<file path="config.mk">
export PLATFORM = sky130hd
export DESIGN_NAME = pipeline_hilo_reader
export DESIGN_NICKNAME = d
export VERILOG_FILES = /design/src/rtl/pipeline_pkg.sv /design/src/rtl/hilo_scoreboard.sv /design/src/rtl/pipeline_hilo_reader.sv
export SDC_FILE = /design/constraint.sdc
export NUM_CORES = 1
export LEC_CHECK = 0
export ABC_AREA = 1
export ABC_CLOCK_PERIOD_IN_PS = 1500
export BUFFER_PORTS_ARGS = -buffer_cell sky130_fd_sc_hd__buf_2
export CORE_ASPECT_RATIO = 2
export CORE_MARGIN = 3
export CORE_UTILIZATION = 45
export DETAILED_ROUTE_END_ITERATION = 6
export MAX_ROUTING_LAYER = met4
export PLACE_DENSITY = 0.76
export SETUP_SLACK_MARGIN = 0.2
export SYNTH_ARGS = -nofsm -noshare
export SYNTH_HDL_FRONTEND = slang
export SYNTH_HIERARCHICAL = 1
export SYNTH_SLANG_ARGS = --single-unit
export TNS_END_PERCENT = 50
</file>
<file path="constraint.sdc">
create_clock -name clk -period 1.5 [get_ports clk]
set_clock_uncertainty 0.1 [all_clocks]
set_input_delay 0.3 -clock clk [delete_from_list [all_inputs] [get_ports clk]]
set_output_delay 0.3 -clock clk [all_outputs]
set_load 0.02 [all_outputs]
</file>
<file path="src/rtl/pipeline_pkg.sv">
// Shared pipeline definitions used by the HI/LO reader and its scoreboard.
//   HILO_IDLE/HILO_WAIT/HILO_RESP : reader FSM encoding (2 bits)
//   HILO_SEL_HI / HILO_SEL_LO     : req_sel encoding (1 = HI, 0 = LO)
//   MAX_WR_LATENCY                : upper bound on the late-ALU write latency
package pipeline_pkg;

  localparam int unsigned MAX_WR_LATENCY = 8;
  localparam int unsigned HILO_DATA_W    = 32;

  localparam logic HILO_SEL_HI = 1'b1;
  localparam logic HILO_SEL_LO = 1'b0;

  typedef enum logic [1:0] {
    HILO_IDLE = 2'd0,
    HILO_WAIT = 2'd1,
    HILO_RESP = 2'd2
  } hilo_state_e;

endpackage

</file>
<file path="src/rtl/hilo_scoreboard.sv">
// In-flight write tracker for one of the HI/LO registers.
// Ports:
//   clk, rst  : clock, synchronous active-high reset
//   wr_issue  : a late-ALU write to this register was accepted this cycle
//   pend_c    : combinational; a write issued this cycle or in the last
//               WR_LATENCY cycles may not have reached the register yet
module hilo_scoreboard
  import pipeline_pkg::*;
#(
  parameter int unsigned WR_LATENCY = 1
) (
  input  logic clk,
  input  logic rst,
  input  logic wr_issue,
  output logic pend_c
);

  if (WR_LATENCY < 1 || WR_LATENCY > MAX_WR_LATENCY) begin : g_bad_latency
    $error("hilo_scoreboard: WR_LATENCY out of range 1..8");
  end

  logic [WR_LATENCY-1:0] sb_q;
  logic [WR_LATENCY-1:0] sb_d;

  // Shift the issue flag in; each bit marks one cycle of write flight time.
  if (WR_LATENCY == 1) begin : g_lat1
    always_comb sb_d = wr_issue;
  end else begin : g_latn
    always_comb sb_d = {sb_q[WR_LATENCY-2:0], wr_issue};
  end

  always_ff @(posedge clk) begin
    if (rst) sb_q <= '0;
    else     sb_q <= sb_d;
  end

  // Includes the same-cycle issue; stays high one cycle past landing on purpose.
  assign pend_c = wr_issue | (|sb_q);

endmodule

</file>
<file path="src/rtl/pipeline_hilo_reader.sv">
// Consumer side of the HI/LO register pair: serves mfhi/mflo reads, stalling
// each read until all older late-ALU writes to the selected register landed.
// Ports:
//   clk, rst                 : clock, synchronous active-high reset
//   wr_issue_hi/wr_issue_lo  : late-ALU write to HI/LO accepted this cycle
//   hi_in, lo_in             : current HI/LO register values
//   req_valid/req_sel/req_ready : read request (req_sel 1 = HI, 0 = LO)
//   rsp_valid/rsp_data/rsp_ready: one-entry response buffer
//   stall_cycles             : saturating WAIT cycle count, present only when
//                              PIPELINE_HILO_STALL_CNT_EN is defined
module pipeline_hilo_reader
  import pipeline_pkg::*;
#(
  parameter int unsigned WR_LATENCY = 1
) (
  input  logic                   clk,
  input  logic                   rst,
  input  logic                   wr_issue_hi,
  input  logic                   wr_issue_lo,
  input  logic [HILO_DATA_W-1:0] hi_in,
  input  logic [HILO_DATA_W-1:0] lo_in,
  input  logic                   req_valid,
  input  logic                   req_sel,
  output logic                   req_ready,
  output logic                   rsp_valid,
  output logic [HILO_DATA_W-1:0] rsp_data,
  input  logic                   rsp_ready
`ifdef PIPELINE_HILO_STALL_CNT_EN
  ,
  output logic [31:0]            stall_cycles
`endif
);

  localparam int unsigned STALL_CNT_W = 32;

  logic pend_hi_c;
  logic pend_lo_c;

  hilo_scoreboard #(.WR_LATENCY(WR_LATENCY)) u_sb_hi (
    .clk      (clk),
    .rst      (rst),
    .wr_issue (wr_issue_hi),
    .pend_c   (pend_hi_c)
  );

  hilo_scoreboard #(.WR_LATENCY(WR_LATENCY)) u_sb_lo (
    .clk      (clk),
    .rst      (rst),
    .wr_issue (wr_issue_lo),
    .pend_c   (pend_lo_c)
  );

  hilo_state_e            state_q, state_d;
  logic                   sel_q, sel_d;
  logic                   req_ready_q, req_ready_d;
  logic                   rsp_valid_q, rsp_valid_d;
  logic [HILO_DATA_W-1:0] rsp_data_q, rsp_data_d;
  logic                   cur_sel;
  logic                   pend_sel;
  logic [HILO_DATA_W-1:0] cur_val;

  // Next-state, capture and registered handshake outputs.
  always_comb begin
    state_d    = state_q;
    sel_d      = sel_q;
    rsp_data_d = rsp_data_q;
    // In IDLE the incoming select decides; afterwards the latched one does.
    cur_sel    = (state_q == HILO_IDLE) ? req_sel : sel_q;
    pend_sel   = (cur_sel == HILO_SEL_HI) ? pend_hi_c : pend_lo_c;
    cur_val    = (cur_sel == HILO_SEL_HI) ? hi_in : lo_in;

    case (state_q)
      HILO_IDLE: begin
        if (req_valid && req_ready_q) begin
          sel_d = req_sel;
          if (!pend_sel) begin
            rsp_data_d = cur_val;
            state_d    = HILO_RESP;
          end else begin
            state_d = HILO_WAIT;
          end
        end
      end
      HILO_WAIT: begin
        if (!pend_sel) begin
          rsp_data_d = cur_val;
          state_d    = HILO_RESP;
        end
      end
      HILO_RESP: begin
        if (rsp_ready) state_d = HILO_IDLE;
      end
      default: state_d = HILO_IDLE;
    endcase

    req_ready_d = (state_d == HILO_IDLE);
    rsp_valid_d = (state_d == HILO_RESP);
  end

`ifdef PIPELINE_HILO_STALL_CNT_EN
  logic [STALL_CNT_W-1:0] stall_q, stall_d;

  // Counts WAIT cycles still blocked by a pending write; saturates.
  always_comb begin
    stall_d = stall_q;
    if (state_q == HILO_WAIT && pend_sel && stall_q != {STALL_CNT_W{1'b1}}) begin
      stall_d = stall_q + STALL_CNT_W'(1);
    end
  end

  assign stall_cycles = stall_q;
`endif

  always_ff @(posedge clk) begin
    if (rst) begin
      state_q     <= HILO_IDLE;
      sel_q       <= HILO_SEL_LO;
      req_ready_q <= 1'b1;
      rsp_valid_q <= 1'b0;
      rsp_data_q  <= '0;
`ifdef PIPELINE_HILO_STALL_CNT_EN
      stall_q     <= '0;
`endif
    end else begin
      state_q     <= state_d;
      sel_q       <= sel_d;
      req_ready_q <= req_ready_d;
      rsp_valid_q <= rsp_valid_d;
      rsp_data_q  <= rsp_data_d;
`ifdef PIPELINE_HILO_STALL_CNT_EN
      stall_q     <= stall_d;
`endif
    end
  end

  assign req_ready = req_ready_q;
  assign rsp_valid = rsp_valid_q;
  assign rsp_data  = rsp_data_q;

endmodule

</file>
==> results of run 1 <==
-- state kept, by name (all words and copies together), names as in the netlist --
signal,count
u_sb_hi/sb_q,1
rsp_valid,1
state_q,2
u_sb_lo/sb_q,1
rsp_data,32
req_ready,1
sel_q,1
-- worst max path at each step --
stage | startpoint | end | slack [ps] | cells past startpoint
final | state_q[0]$_SDFF_PP0_ | rsp_data[27]$_SDFFE_PP0P_ | 30 | 10
after global routing | state_q[0]$_SDFF_PP0_ | rsp_data[31]$_SDFFE_PP0P_ | -50 | 10
after CTS | state_q[0]$_SDFF_PP0_ | rsp_data[19]$_SDFFE_PP0P_ | 70 | 9
after detailed placement | state_q[0]$_SDFF_PP0_ | rsp_data[4]$_SDFFE_PP0P_ | 70 | 9
after global placement | req_sel | rsp_data[10]$_SDFFE_PP0P_ | 120 | 8
after floorplan | state_q[0]$_SDFF_PP0_ | rsp_data[12]$_SDFFE_PP0P_ | 180 | 7
-- kinds of logic (layout without fill, tap and decap cells) --
kind of cell / after synthesis / count (layout) / synth area share (%)
AOI/OAI and AO/OA: 6 / 6 / 1.81
buffers and inverters: 61 / 173 / 11.6
DFF: 39 / 39 / 37.6
and+or+nand+nor: 249 / 249 / 49.0
-- power by group through the flow --
stage	Clock (W)	Combinational, W	Sequential [W]
after detailed placement	0	0.00199	0.00141
final	0.000717	0.00255	0.00140
after floorplan	0	0.00111	0.00168
after global placement	0	0.00195	0.00141
after CTS	0.000745	0.00240	0.00140
after global routing	0.000773	0.00281	0.00142
-- cell usage in the layout (no fill, tap or decap), drive strengths merged --
master  instances
clkinv          1
nand3          39
dfxtp          39
a21oi           3
inv            43
nand2         140
bufbuf          1
nor2           69
clkbuf          6
a21boi          2
or2             1
buf           122
a211oi          1
-- repair_timing --
item / in CTS / in global routing
cloned: 4 / 0
resized for setup: 19 / 28
endpoints found under the setup margin: 34 / 35
hold buffers: 0 / 0
buffers inserted: 5 / 0
pin swaps: 15 / 9
-- layer usage --
metal  part of all wire [%]  routed length, um
met3                    4.8                314
met5                      0                  0
met2                     58               3800
met1                     35               2290
met4                    1.8                116
-- stage by stage --
stage	power (W)	worst slack (ps)
after CTS	0.00454	70.0
after detailed placement	0.00341	74.8
after global routing	0.00501	-52.4
final	0.00467	27.9
after floorplan	0.00279	183
after global placement	0.00335	119
-- synthesized netlist by cell type --
master	number
inv_1	41
buf_2	9
nand3_4	1
inv_2	2
dfxtp_1	39
nand2_2	3
a21oi_1	3
nand3_1	37
nand3_2	1
nand2_1	137
or2_2	1
buf_1	3
nor2_1	66
a211oi_1	1
a21boi_0	2
clkbuf_1	6
nor2_2	3
-- layout make-up --
type | count | area share (%)
flip-flops and latches | 39 | 25.4
multi-input cells | 255 | 37.5
clock inverters | 1 | 0.161
clock buffers | 6 | 2.66
well taps | 54 | 2.17
repair buffers | 123 | 26.8
inverters | 43 | 5.28
-- worst register-to-register path: stages, from the launching register on --
cell and delay, ps:
dfxtp_4 370, inv_4 80, nand2_4 60, nand2_4 80
buf_6 140, nand2_8 90, buf_8 150, nand2_1 50
nand2_1 60, nor2_1 130, nor2_1 60
==> flow_summary.yaml, run 1 <==
synthesis:
  synth.largest_area_cell: "dfxtp_1"
  syn_area_um2: 2080
  yosysWarnings: 6
  syn_inst: 355
  synth_nets: 426
  synthTopCellsByArea: "dfxtp_1 38%, nand2_1 25%, nor2_1 12%, nand3_1 8.9%, inv_1 7.4%"
  synth_top_area_share_pct: 37.6
  synth-seq-cells: 39
  avgSynthCellArea_um2: 5.85
  synth-seq-area-share_pct: 37.6
  ys_types: 17
worst_setup_path:
  critPathBufInv: 3
  max_stage_delay_ps: 370
  path_cells: "inv_4 > nand2_4 > nand2_4 > buf_6 > nand2_8 > buf_8 > nand2_1 > nand2_1 > nor2_1 > nor2_1"
  path_delay_family: "simple AND/OR/NAND/NOR gates"
  crit_arrival_ps: 1560
  required_ps: 1590
  reg2reg_slack_ps: 30
  critPathKind: "reg -> reg"
  critPathSlowestCell: "dfxtp_4"
  ff2ff_path_depth: 10
  start_kind: "flop"
  r2r_start: "state_q[0]$_SDFF_PP0_"
  r2r_end: "rsp_data[27]$_SDFFE_PP0P_"
  worstPathMaxFanout: 10
  crit_path_end_kind: "flop"
global_routing:
  grt_use_met2_pct: 47.2
  grtUsageMet1_pct: 24.2
  overflow: 0
  grt_max_degree: 26
  grt_pass1_vias: 2325
  globalRouteMet3Util_pct: 4.67
  antenna_found_initial: 0
  grt_usage_pct: 25.2
  grt_pass1_wl_um: 10100
  gr-max-usage-layer: "met2"
timing:
  period_share_pct: 98.1
  timing.slew.headroom_pct: 81.9
  whs_ps: 124
  rsz0062_at_grt: "yes"
  period_needed_ps: 1470
  setup_viol: 0
  hold_violations: 0
  fin_tns_setup_ps: 0
  worst_pin_slew_ps: 271
  drv_slew: 0
  fmax_ghz: 0.679
place:
  dpl-instance-area_um2: 2710
  dp.cells: 505
  io_buffers: 104
  dpl.hpwl_um: 4280
  finalWeightedCongestion: 0.890
drt:
  wl_per_cell_um: 12.5
  vias_per_cell: 4.81
  antenna_left: 0
  firstDrtPassIters: 4
  routed_wl_um: 6520
  drc_errors: 0
  dr.first_iter.drc_count: 47
  vias: 2504
clock_network:
  cts_buffers: 5
  cts_tree: "done"
  clk_path_buf_depth: 2
  h-tree-depth: 2
  root_buffer: "clkbuf_8"
  clock_latency_ps: 290
  cts_sinks: 39
  path_clk_slew_ps: 70
pwr:
  peakVddDrop_uv: 956
  p_sw_w: 0.00195
  power_frac_comb_pct: 54.6
  clock_power_share_pct: 15.4
  leakagePower_nw: 1.85
  p_per_area_nw_per_um2: 1500
  netSwitchingFraction_pct: 41.8
  p_seq_share_pct: 30.0
  p_int_w: 0.00272
cells_and_area:
  num-nets-final: 538
  syn2layout_area_growth_pct: 49.6
  layoutNonFillerInstCount: 521
  finalInstanceArea_um2: 3110
  antenna_cells: 0
  multiInputGateArea_um2: 1170
  final_util_pct: 70.9
  post_route_cells_drive_above_1_share_pct: 35.8
  ff_latch_area_um2: 790
  fillerInstances: 403
die:
  fp-row-count: 34
  die_area_um2: 5520
  die_y_um: 102
  io_pins: 105
  die_w_um: 54.0
  core-area_um2: 4380
  initial_utilization_pct: 47.4
worst_hold_path:
  hold_end: "u_sb_hi/sb_q$_SDFF_PP0_"
  min-delay-start: "wr_issue_hi"
  hold_path.class: "in -> reg"
  hold_depth: 3
status:
  outcome: "complete, no violations"
flow_run:
  drv_cap: 0
Power figures use the tool's default switching activity.
==> run 2: changes to the inputs <==
--- a/config.mk
+++ b/config.mk
@@ -6,17 +6,16 @@
 export NUM_CORES = 1
 export LEC_CHECK = 0
 export ABC_AREA = 1
-export ABC_CLOCK_PERIOD_IN_PS = 1500
-export BUFFER_PORTS_ARGS = -buffer_cell sky130_fd_sc_hd__buf_2
+export ABC_CLOCK_PERIOD_IN_PS = 1300
 export CORE_ASPECT_RATIO = 2
 export CORE_MARGIN = 3
-export CORE_UTILIZATION = 45
+export CORE_UTILIZATION = 50
 export DETAILED_ROUTE_END_ITERATION = 6
+export DONT_BUFFER_PORTS = 1
 export MAX_ROUTING_LAYER = met4
-export PLACE_DENSITY = 0.76
+export PLACE_DENSITY = 0.65
 export SETUP_SLACK_MARGIN = 0.2
 export SYNTH_ARGS = -nofsm -noshare
 export SYNTH_HDL_FRONTEND = slang
-export SYNTH_HIERARCHICAL = 1
 export SYNTH_SLANG_ARGS = --single-unit
 export TNS_END_PERCENT = 50
==> constraint.sdc (replaced) <==
create_clock -name clk -period 1.3 [get_ports clk]
set_clock_uncertainty 0.1 [all_clocks]
set_input_delay 0.26 -clock clk [delete_from_list [all_inputs] [get_ports clk]]
set_output_delay 0.26 -clock clk [all_outputs]
set_load 0.02 [all_outputs]
==> flow_summary.yaml, run 2 <==
status:
  outcome: "finished, violations left"
  violations: "setup timing"
clock_network:
  cts_tree: "done"
  cts_sinks: 39
  clock_latency_ps: 280
  cts_buffers: 5
  h-tree-depth: 2
  clk_path_buf_depth: 2
  root_buffer: "clkbuf_8"
  cts_setup_buffers: 0
  path_clk_slew_ps: 70
cells_and_area:
  layoutNonFillerInstCount: 413
  fillerInstances: 396
  largest_reg_flops: 32
  final_common_cell: "nand2_1"
  layout_common_cells: "133 x nand2_1, 69 x nor2_1, 39 x inv_1"
  antenna_cells: 0
  post_route_cells_drive_above_1_share_pct: 11.9
  num-nets-final: 433
  syn2layout_area_growth_pct: 15.0
  final_util_pct: 61.2
timing:
  worst_pin_slew_ps: 269
  rsz0062_at_grt: "yes"
  drv_slew: 0
  fin_tns_setup_ps: -1440
  period_needed_ps: 1360
  fmax_ghz: 0.734
  timing.final.ws_setup_ps: -62.8
  period_share_pct: 105
  setup_viol: 33
  hold_violations: 0
  timing.slew.headroom_pct: 82.1
worst_setup_path:
  required_ps: 1380
  crit_path_end_kind: "flop"
  crit_arrival_ps: 1440
  worstPathMaxFanout: 38
  critPathKind: "reg -> reg"
  ff2ff_path_depth: 9
  critPathSlowestCell: "dfxtp_4"
  reg2reg_slack_ps: -60
  max_stage_delay_ps: 360
  path_cells: "inv_2 > nand2_2 > nand2_4 > nand3_4 > nand3_4 > buf_12 > nand2_1 > nand2_1 > nor2_1"
  path_delay_family: "simple AND/OR/NAND/NOR gates"
  r2r_end: "rsp_data[17]$_SDFFE_PP0P_"
  critPathBufInv: 2
  start_kind: "flop"
  r2r_start: "state_q[1]$_SDFF_PP0_"
pwr:
  peakVddDrop_uv: 1080
  p_per_area_nw_per_um2: 1890
  leakagePower_nw: 1.34
synthesis:
  synth_common_cells: "136 x nand2_1, 70 x nor2_1, 40 x inv_1"
  avgSynthCellArea_um2: 5.92
  synth-seq-area-share_pct: 37.4
  synth_ff_type: "dfxtp_1"
  yosysWarnings: 0
  ys_types: 19
  synth.largest_area_cell: "dfxtp_1"
  synthTopCellsByArea: "dfxtp_1 37%, nand2_1 24%, nor2_1 13%, nand3_1 8.9%, inv_1 7.2%"
  syn_inst: 353
  async_flop_share_pct: 0
  syn_area_um2: 2090
  synth_edf_count: 0
  yosysMostFrequentCell: "nand2_1"
  synth_nets: 424
  synth_top_area_share_pct: 37.4
  synth-seq-cells: 39
drt:
  vias: 2019
  wl_per_cell_um: 11.6
  drc_errors: 0
  routed_wl_um: 4800
  firstDrtPassIters: 4
  antenna_left: 0
  dr.first_iter.drc_count: 17
  vias_per_cell: 4.89
worst_hold_path:
  hold_depth: 2
  min-delay-start: "req_sel"
  hold_end: "sel_q$_SDFFE_PP0P_"
  hold_path.class: "in -> reg"
die:
  die_y_um: 97.4
  initial_utilization_pct: 53.2
  die_w_um: 51.7
  die_area_um2: 5030
  fp-row-count: 32
  core-area_um2: 3920
  io_pins: 105
global_routing:
  antenna_found_initial: 0
  grt_usage_pct: 21.1
  grt_max_degree: 39
  grt_pass1_wl_um: 8050
  overflow: 0
  grt_pass1_vias: 1888
place:
  io_buffers: 0
  dpl.hpwl_um: 3660
  finalWeightedCongestion: 0.803
  dp.cells: 403
flow_run:
  drv_cap: 0
run 2: cell count changes after synthesis, moves of 2 or more:
cell	before	now
buf_2	9	3
buf_4	0	3
buf_6	0	3
nor2_1	66	70
nor2_2	3	1
run 2: layer usage:
layer	routed length [um]	track usage [%]	share of wire [%]
met1	1740	20.5	36
met2	2570	37.2	53
met5	0	-	0
met3	405	6.14	8.4
met4	91	8.69	1.9
run 2: stage by stage:
step | hold WS (ps) | power, W | setup slack, ps | cell area [um^2]
2_1_floorplan | 231 | 0.00332 | 13.0 | 2150
3_3_place_gp | 232 | 0.00370 | -56.9 | 2260
3_5_place_dp | 234 | 0.00373 | -62.9 | 2260
4_1_cts | 34.6 | 0.00460 | -78.1 | 2400
5_1_grt | 51.7 | 0.00495 | -192 | 2400
6_report | 44.7 | 0.00454 | -62.8 | 2400
run 2: final cells by class:
| cell class | instances | area [um^2] | share of cell area [%] |
|---|---|---|---|
| clock buffers | 6 | 82.6 | 3.44 |
| clock inverters | 1 | 5.00 | 0.208 |
| flip-flops and latches | 39 | 791 | 32.9 |
| multi-input cells | 255 | 1110 | 46.1 |
| repair buffers | 20 | 199 | 8.28 |
| well taps | 51 | 63.8 | 2.66 |
| inverters | 41 | 154 | 6.41 |
run 2: logic make-up after synthesis:
family,synth area share [%]
AND/OR/NAND/NOR,48.4
AO/OA/AOI/OAI,1.80
buffers and inverters,12.4
flip-flops,37.4
run 2: how the worst max path moves through the flow:
stage | to | cells after the start | slack, ps | start
floorplan | rsp_data[10]$_SDFFE_PP0P_ | 8 | 10 | state_q[0]$_SDFF_PP0_
global placement | rsp_data[12]$_SDFFE_PP0P_ | 6 | -60 | state_q[1]$_SDFF_PP0_
global route | rsp_data[28]$_SDFFE_PP0P_ | 9 | -190 | state_q[0]$_SDFF_PP0_
finish | rsp_data[17]$_SDFFE_PP0P_ | 9 | -60 | state_q[1]$_SDFF_PP0_
CTS | rsp_data[30]$_SDFFE_PP0P_ | 7 | -80 | state_q[1]$_SDFF_PP0_
detailed placement | rsp_data[12]$_SDFFE_PP0P_ | 6 | -60 | state_q[1]$_SDFF_PP0_
run 2: where the power goes:
group          leakage, nW  internal (W)  switching [W]
logic                0.971      0.000709        0.00106
registers            0.323       0.00148       0.000480
clock network       0.0470      0.000416       0.000394
total                 1.34       0.00260        0.00194
run 2: repair_timing:
action,in CTS,in global routing
resized for setup,6,2
endpoints found under the setup margin,68,71
endpoints found under the hold margin,4,0
hold buffers,3,0
